===== src/rtl/des_pkg.sv =====
// Shared DES key-schedule definitions: permutation tables, rotate helpers and
// the default per-round shift schedule.
package des_pkg;

  typedef logic [0:27] half_t;
  typedef logic [0:47] subkey_t;

  // Bit index [0:15] = round 1..16; 1 = rotate by one, 0 = rotate by two.
  localparam logic [0:15] SHIFT_SCHED_DEF = 16'b1100_0000_1000_0001;

  // 1-based bit positions, MSB-first, as in the DES standard.
  localparam int PC1_TBL [56] = '{
    57, 49, 41, 33, 25, 17,  9,
     1, 58, 50, 42, 34, 26, 18,
    10,  2, 59, 51, 43, 35, 27,
    19, 11,  3, 60, 52, 44, 36,
    63, 55, 47, 39, 31, 23, 15,
     7, 62, 54, 46, 38, 30, 22,
    14,  6, 61, 53, 45, 37, 29,
    21, 13,  5, 28, 20, 12,  4
  };

  localparam int PC2_TBL [48] = '{
    14, 17, 11, 24,  1,  5,
     3, 28, 15,  6, 21, 10,
    23, 19, 12,  4, 26,  8,
    16,  7, 27, 20, 13,  2,
    41, 52, 31, 37, 47, 55,
    30, 40, 51, 45, 33, 48,
    44, 49, 39, 56, 34, 53,
    46, 42, 50, 36, 29, 32
  };

  function automatic half_t rotl(input half_t x, input logic by1);
    return by1 ? {x[1:27], x[0]} : {x[2:27], x[0:1]};
  endfunction

  function automatic half_t rotr(input half_t x, input logic by1);
    return by1 ? {x[27], x[0:26]} : {x[26:27], x[0:25]};
  endfunction

  function automatic int sched_total(input logic [0:15] s);
    int sum;
    sum = 0;
    for (int i = 0; i < 16; i++) sum += s[i] ? 1 : 2;
    return sum;
  endfunction

endpackage


===== src/rtl/des_pc2.sv =====
// Combinational DES permuted-choice 2: selects 48 of the 56 C/D bits.
module des_pc2
  import des_pkg::*;
(
  input  logic [0:55] cd,
  output logic [0:47] k
);

  for (genvar g = 0; g < 48; g++) begin : g_pc2
    assign k[g] = cd[PC2_TBL[g] - 1];
  end

  // PC-2 discards these eight positions by definition of the permutation.
  logic dropped_unused;
  assign dropped_unused = ^{cd[8], cd[17], cd[21], cd[24],
                            cd[34], cd[37], cd[42], cd[53]};

endmodule


===== src/rtl/des_key_sched_ctrl.sv =====
// Iterative DES round-key sequencer: one C/D register pair, one PC-2, subkeys
// streamed K1..K16 (encrypt) or K16..K1 (decrypt) over valid/ready.
module des_key_sched_ctrl
  import des_pkg::*;
#(
  parameter logic [0:15] SHIFT_SCHED = SHIFT_SCHED_DEF
) (
  input  logic        clk,
  input  logic        rst,
  input  logic        start,
  input  logic        decrypt,
  input  logic [0:63] key,
  output logic        ready,
  output logic [0:47] subkey,
  output logic        subkey_valid,
  input  logic        subkey_ready,
  output logic [3:0]  round,
  output logic        done,
  input  logic        abort
);

  if (sched_total(SHIFT_SCHED) != 28) begin : g_bad_sched
    $error("SHIFT_SCHED total rotation must be 28");
  end

  localparam logic [1:0] IDLE = 2'd0;
  localparam logic [1:0] RUN  = 2'd1;
  localparam logic [1:0] DONE = 2'd2;

  logic [1:0] state;
  logic       dec_p0;
  half_t      c_p0, d_p0;
  logic [3:0] round_p0;

  // PC-1 is pure wiring; parity bits never reach the C/D registers.
  logic [0:55] pc1_cd;
  for (genvar g = 0; g < 56; g++) begin : g_pc1
    assign pc1_cd[g] = key[PC1_TBL[g] - 1];
  end

  logic parity_unused;
  assign parity_unused = ^{key[7], key[15], key[23], key[31],
                           key[39], key[47], key[55], key[63]};

  logic       hs;
  logic       last;
  logic [3:0] fwd_idx;
  logic [3:0] rev_idx;
  half_t      c_nxt, d_nxt;

  assign hs      = (state == RUN) && subkey_ready;
  assign last    = (round_p0 == 4'd15);
  assign fwd_idx = round_p0 + 4'd1;
  assign rev_idx = 4'd15 - round_p0;

  // Encrypt walks forward to the next round's C/D; decrypt undoes the shift
  // of the round just emitted, stepping from C16D16 back toward C1D1.
  always_comb begin
    c_nxt = c_p0;
    d_nxt = d_p0;
    if (dec_p0) begin
      c_nxt = rotr(c_p0, SHIFT_SCHED[rev_idx]);
      d_nxt = rotr(d_p0, SHIFT_SCHED[rev_idx]);
    end else begin
      c_nxt = rotl(c_p0, SHIFT_SCHED[fwd_idx]);
      d_nxt = rotl(d_p0, SHIFT_SCHED[fwd_idx]);
    end
  end

  always_ff @(posedge clk) begin
    if (rst || abort) begin
      state    <= IDLE;
      dec_p0   <= 1'b0;
      round_p0 <= 4'd0;
      c_p0     <= '0;
      d_p0     <= '0;
    end else begin
      case (state)
        IDLE: begin
          if (start) begin
            state    <= RUN;
            round_p0 <= 4'd0;
            dec_p0   <= decrypt;
            if (decrypt) begin
              c_p0 <= pc1_cd[0:27];
              d_p0 <= pc1_cd[28:55];
            end else begin
              c_p0 <= rotl(pc1_cd[0:27], SHIFT_SCHED[0]);
              d_p0 <= rotl(pc1_cd[28:55], SHIFT_SCHED[0]);
            end
          end
        end
        RUN: begin
          if (hs) begin
            if (last) begin
              state <= DONE;
            end else begin
              round_p0 <= fwd_idx;
              c_p0     <= c_nxt;
              d_p0     <= d_nxt;
            end
          end
        end
        DONE:    state <= IDLE;
        default: state <= IDLE;
      endcase
    end
  end

  des_pc2 u_pc2 (
    .cd ({c_p0, d_p0}),
    .k  (subkey)
  );

  assign ready        = (state == IDLE);
  assign subkey_valid = (state == RUN);
  assign done         = (state == DONE);
  assign round        = round_p0;

endmodule


===== config.mk =====
export PLATFORM = sky130hd
export DESIGN_NAME = des_key_sched_ctrl
export DESIGN_NICKNAME = d
export VERILOG_FILES = /design/src/rtl/des_pkg.sv /design/src/rtl/des_pc2.sv /design/src/rtl/des_key_sched_ctrl.sv
export SDC_FILE = /design/constraint.sdc
export NUM_CORES = 1
export LEC_CHECK = 0
export CAP_MARGIN = 10
export CORE_MARGIN = 3
export CORE_UTILIZATION = 53
export DETAILED_ROUTE_END_ITERATION = 8
export GPL_TIMING_DRIVEN = 0
export PLACE_DENSITY = 0.86
export SETUP_SLACK_MARGIN = 0.4
export SYNTH_ARGS = -nofsm -noshare
export SYNTH_HDL_FRONTEND = slang
export SYNTH_SLANG_ARGS = --single-unit

===== constraint.sdc =====
create_clock -name clk -period 3.9 [get_ports clk]
set_clock_uncertainty 0.2 [all_clocks]
set_input_delay 0.585 -clock clk [delete_from_list [all_inputs] [get_ports clk]]
set_output_delay 0.585 -clock clk [all_outputs]
set_load 0.01 [all_outputs]

After elaboration in Yosys (flattened, before gate mapping)
Memories as Yosys holds them, arrays and structs flattened.
Cells that the tools add are included.
{"block": "word_totals", "input_bits": 70, "output_inout_bits": 55, "romBits": 32, "ff_bits": 63, "mem_count": 2, "elab_cells": 55}
{"block": "op_classes", "add_sub_neg": 2, "muxes": 28, "order_cmp": 2, "reduce_logical": 7, "bitwise": 2, "eq_ne": 7}
{"name": "(name not given)", "words": 16, "word_bits": 1, "read_ports": 1, "rd_clocked_by_memory_dff": 0, "wr": 0, "line": "des_key_sched_ctrl.sv:66", "source": "d_nxt = rotl(d_p0, SHIFT_SCHED[fwd_idx]);"}
{"name": "(name not given)", "words": 16, "word_bits": 1, "read_ports": 1, "rd_clocked_by_memory_dff": 0, "wr": 0, "line": "des_key_sched_ctrl.sv:63", "source": "d_nxt = rotr(d_p0, SHIFT_SCHED[rev_idx]);"}
{"operator": "$mux 28", "n": 14}
{"operator": "$pmux 28 s2", "n": 2}
{"operator": "$mux 4", "n": 3}
{"operator": "$ge 5x5->1 const B", "n": 2}
{"operator": "$not 4->5", "n": 2}
{"operator": "$pmux 4 s2", "n": 1}
{"operator": "$mux 2", "n": 3}
{"operator": "$add 4x1->4 const B", "n": 1}
{"operator": "$eq 4x4->1 const B", "n": 1}
{"operator": "$mux 1", "n": 4}
{"operator": "$ne 2x1->1 const B", "n": 2}
{"operator": "$ne 2x2->1 const B", "n": 2}
{"operator": "$pmux 2 s2", "n": 1}
{"operator": "$reduce_and 4->1", "n": 1}
{"operator": "$sub 4x4->4 const A", "n": 1}
{"operator": "$reduce_and 3->1", "n": 1}
{"operator": "$eq 2x1->1 const B", "n": 1}
{"operator": "$eq 2x2->1 const B", "n": 1}
{"operator": "$logic_not 2->1", "n": 1}
{"operator": "$reduce_and 2->1", "n": 1}
{"operator": "$reduce_bool 2->1", "n": 1}
{"operator": "$logic_and 1x1->1", "n": 1}
{"operator": "$logic_or 1x1->1", "n": 1}

Logic depth before layout (Yosys ltp)
{"block": "logic_depth", "ltp_word": 10, "depth_mapped": 11, "ltp_nobuf": 7}

Modules after synthesis
Synthesis repeated with hierarchy kept, for this count alone.
{"block": "unflattened", "hier_cells": 743, "hier_area_um2": 6187.2}
{"mod": "des_key_sched_ctrl", "seq_area_each_um2": 1261.2, "cells_per_inst": 695, "n_inst": 1, "area_per_inst_um2": 5826.8}
{"mod": "des_pc2", "seq_area_each_um2": 0.0, "cells_per_inst": 48, "n_inst": 1, "area_per_inst_um2": 360.3}

Worst setup path before layout
Ideal clock, no wire load.
{"block": "synth_path", "path_kind": "register to register", "startpoint": "register round_p0[1] (netlist: round[1])", "endpoint": "register d_p0[14]", "setup_slack_ns": 1.020, "setup_ns": 0.122, "t_required_ns": 3.578, "stages_incl_launch_ff": 10, "t_arrival_ns": 2.558, "period_less_slack_ns": 2.880, "path_cell_list": "dfxtp_1 -> ha_1 -> buf_2 -> mux2i_1 -> o21a_4 -> buf_6 -> buf_6 -> mux2_4 -> a221o_1 -> a221o_1"}
{"block": "synth_via", "elab_chain_len": 10, "elab_cells_between_ends": 19, "classes_between": "2 x add/sub; 2 x eq/ne; 10 x mux; 2 x bitwise; 1 x reduce/logical; 2 x memory"}
{"item": "start, declared", "line": "des_key_sched_ctrl.sv:33", "source": "logic [3:0] round_p0;"}
{"item": "start signal, assigned", "line": "des_key_sched_ctrl.sv:98", "source": "round_p0 <= fwd_idx;"}
{"item": "$add 4x1->4 / $sub 4x4->4 (equally long branches)", "line": "des_key_sched_ctrl.sv:53, des_key_sched_ctrl.sv:54"}
{"item": "$not 4->5, on equally long branches", "line": "des_key_sched_ctrl.sv:66, des_key_sched_ctrl.sv:63"}
{"item": "$mem_v2 16x1, on equally long branches"}
{"item": "$mux 1, on equally long branches (2 in series)", "line": "des_key_sched_ctrl.sv:66, des_key_sched_ctrl.sv:63"}
{"item": "$mux 28, on equally long branches", "line": "des_pkg.sv:35, des_pkg.sv:39"}
{"item": "$mux 28", "line": "des_key_sched_ctrl.sv:61", "source": "if (dec_p0) begin"}
{"item": "$mux 28", "line": "des_key_sched_ctrl.sv:95", "source": "if (last) begin"}
{"item": "$mux 28", "line": "des_key_sched_ctrl.sv:94", "source": "if (hs) begin"}
{"item": "$pmux 28 s2", "line": "des_key_sched_ctrl.sv:78", "source": "case (state)"}
{"item": "end signal, assigned", "line": "des_key_sched_ctrl.sv:86", "source": "d_p0 <= pc1_cd[28:55];"}
{"item": "end signal, assigned", "line": "des_key_sched_ctrl.sv:89", "source": "d_p0 <= rotl(pc1_cd[28:55], SHIFT_SCHED[0]);"}
{"item": "end signal, assigned", "line": "des_key_sched_ctrl.sv:100", "source": "d_p0 <= d_nxt;"}
{"item": "end, declared", "line": "des_key_sched_ctrl.sv:32", "source": "half_t c_p0, d_p0;"}
Several ways; a longest one is shown, not always the timed one. The select of a mux whose other input is x is not followed.
A chain may end at the register's enable or synchronous reset.

Worst setup path after layout
{"block": "layout_path", "startpoint": "register round_p0[1] (netlist: round[1])", "endpoint": "register d_p0[13]"}
The elaborated chain is that of the path after synthesis.

==> flow_summary.json <==
{
  "drt_iter0_markers": 800,
  "wl_per_cell_um": 19.8,
  "final_max_slew_viol_count": 0,
  "place_hpwl_um": 14400,
  "r2r_cells": 9,
  "drc": 0,
  "synth_top_family_by_area": "compound AO/OA/AOI/OAI gates",
  "yosys.area_share.simple_pct": 13.4,
  "cp_slowest_cell": "mux2i_1",
  "clock_latency_ns": 0.34,
  "cp.required_ns": 3.93,
  "die_area_sq_um": 13000,
  "cp_cell_sequence": "ha_1 -> buf_2 -> mux2i_1 -> o21a_4 -> buf_6 -> buf_6 -> mux2_4 -> a221o_1 -> a221o_1",
  "synthesis.nets": 818,
  "whs_ns": 0.366,
  "final_antenna_net_count": 0,
  "core_region_area_sq_um": 11100,
  "fin_crit_ns": 3.37,
  "synth_xor_area_share_pct": 0.688,
  "synthMuxAreaShare_pct": 19.6,
  "synthTopCellsByCount": "83 x mux2i_1, 63 x dfxtp_1, 58 x a221o_1, 56 x clkbuf_1, 50 x buf_4",
  "cts_root_buf": "clkbuf_16",
  "synth.largest_area_cell": "dfxtp_1",
  "firstDrtPassIters": 5,
  "fin_area_sq_um": 7840,
  "syn2layout_area_growth_pct": 26.7,
  "ys.flop_type": "dfxtp_1",
  "yosysMostFrequentCell": "mux2i_1",
  "max_slew_margin_pct": 29.7,
  "irDropWorstVdd_mv": 0.171,
  "crit_arrival_ns": 3.40,
  "rsz0062_at_grt": "no",
  "hold_viol_final": 0,
  "reg2reg_from": "round[1]$_SDFFE_PP0P_",
  "synth_top_area_share_pct": 20.4,
  "io_buffers": 115,
  "period_share_pct": 86.4,
  "startpoint": "round[1]$_SDFFE_PP0P_",
  "outcome": "complete, no violations",
  "ctsHoldBuffers": 0,
  "p_leak_nw": 2.90,
  "utilization_pct": 70.5,
  "htreeDepth": 3,
  "fillers": 895,
  "place_area_sq_um": 7510,
  "maxCapViolations": 0,
  "io_pins": 125,
  "post-cts-setup-buffers": 0,
  "yosysWarnings": 0,
  "gp_congestion": 0.926,
  "clockBufferDepth": 2,
  "num_vias": 6796,
  "tightest_slew_ns": 1.03,
  "dieHeight_um": 114,
  "synth_area_leaders": "dfxtp_1 20%, mux2i_1 13%, a221o_1 9.4%, buf_4 6.1%, o211ai_1 3.8%",
  "synthesis.area_sq_um": 6190,
  "routed_wirelength_um": 20100,
  "track_usage_pct": 30.2,
  "synth_seq_area_share_pct": 20.4,
  "numCtsBuffers": 9,
  "setup_tns_ns": 0,
  "overflow": 0,
  "holdCritPathClass": "flip-flop to flip-flop",
  "grt_start_max_net_pins": 14,
  "viasPerCell": 6.70,
  "std_cell_rows": 38,
  "ys_types": 46,
  "finalNetCount": 944,
  "timing.fmax_mhz": 297,
  "grt_first_pass_wirelength_um": 32300,
  "hold_start": "state[1]$_SDFFE_PP0P_",
  "synth_compound_gate_area_share_pct": 32.7,
  "clkTransAtPathRegs_ns": 0.06,
  "start_util_pct": 55.6,
  "first_global_vias": 6345,
  "fp.dieW_um": 114,
  "critPathKind": "flip-flop to flip-flop",
  "cts_tree": "done",
  "syn_inst": 743,
  "hold_path_depth": 1,
  "max_stage_delay_ns": 0.78,
  "antenna_found_initial": 0,
  "cts.sinks": 63,
  "postSynthAreaPerCell_sq_um": 8.33,
  "power_density_nw_per_um2": 250,
  "synthAdderAreaFrac_pct": 1.17,
  "drive_above_1_share_pct": 13.6,
  "crit_fanout": 11,
  "synth_edf_count": 0,
  "postSynth.asyncResetShare_pct": 0,
  "start_kind": "flip-flop",
  "r2r_setup_slack_ns": 0.53,
  "diodes": 0,
  "ys_ff_latch": 63,
  "finalSetupViolCount": 0,
  "worstSetupEndpointType": "flip-flop"
}
## cells by family (layout without fill, tap and decap cells)
logic type,Yosys count,in the layout
buffers and inverters,137,268
XOR/XNOR,4,4
adder cells (fa/ha/maj),6,6
AND/OR/NAND/NOR,160,160
flip-flops,63,63
multiplexers,113,113
AO/OA/AOI/OAI,260,260
## report_power, final
group | internal, mW | switching, mW
sequential | 0.670 | 0.0500
clock | 0.502 | 0.344
combinational | 0.220 | 0.178
total | 1.39 | 0.571
## worst max-delay path: cells and delay by family (launching register included)
kind | cells | cell delay (ns)
buf+inv | 3 | 0.51
compound gates | 3 | 0.82
flops | 1 | 0.41
mux | 2 | 1.09
fa+ha+maj | 1 | 0.22
## area by class of cell
cell class,instances,area (sq um),area share [%]
Inverter,10,37.5,0.479
Multi-Input combinational cell,543,4200,53.5
Sequential cell,63,1260,16.1
Clock buffer,9,225,2.87
Clock inverter,7,82.6,1.05
Buffer,127,709,9.05
Timing Repair Buffer,115,1150,14.7
Tap cell,140,175,2.23
## cells in the final DEF (no fill, tap or decap), types with 31 or more instances in the layout
cell type	netlist	layout
a21oi_1	34	34
a221o_1	58	58
mux2i_1	83	82
nor2_1	40	40
clkdlybuf4s50_1	0	115
o211ai_1	31	31
dfxtp_1	63	63
buf_4	50	50
clkbuf_1	56	56
## final timing paths
check | end
worst max-delay path | d_p0[13]$_SDFFE_PP0P_
worst min-delay path | state[0]$_SDFFE_PP0P_
worst max register to register | d_p0[13]$_SDFFE_PP0P_
worst min register to register | state[0]$_SDFFE_PP0P_
## registers in the layout, summed over array words and instances, names as in the netlist
signal / cells
c_p0: 28
d_p0: 28
round: 4
state: 2
dec_p0: 1
## layer usage
layer,track usage [%],routed length [um],up-vias
met5,0,0,-
met4,11.9,568,0
met3,6.63,2070,64
met2,47.8,9250,456
met1,39.9,8240,3155
li1,-,-,3121
## through the flow
step / power, mW / setup slack [ns] / std cells
detailed placement: 1.12 / 0.256 / 998
finish: 1.96 / 0.529 / 1014
CTS: 1.95 / 0.512 / 1014
global route: 2.02 / 0.425 / 1014
floorplan: 0.944 / 1.02 / 743
global placement: 1.11 / 0.304 / 998
## repair_timing
| item | 4_1_cts | 5_1_grt |
|---|---|---|
| hold endpoints to repair | 0 | 0 |
| gates resized for setup | 1 | 2 |
| pin swaps | 0 | 0 |
| endpoints found under the setup margin | 9 | 34 |
Power figures use the tool's default switching activity.
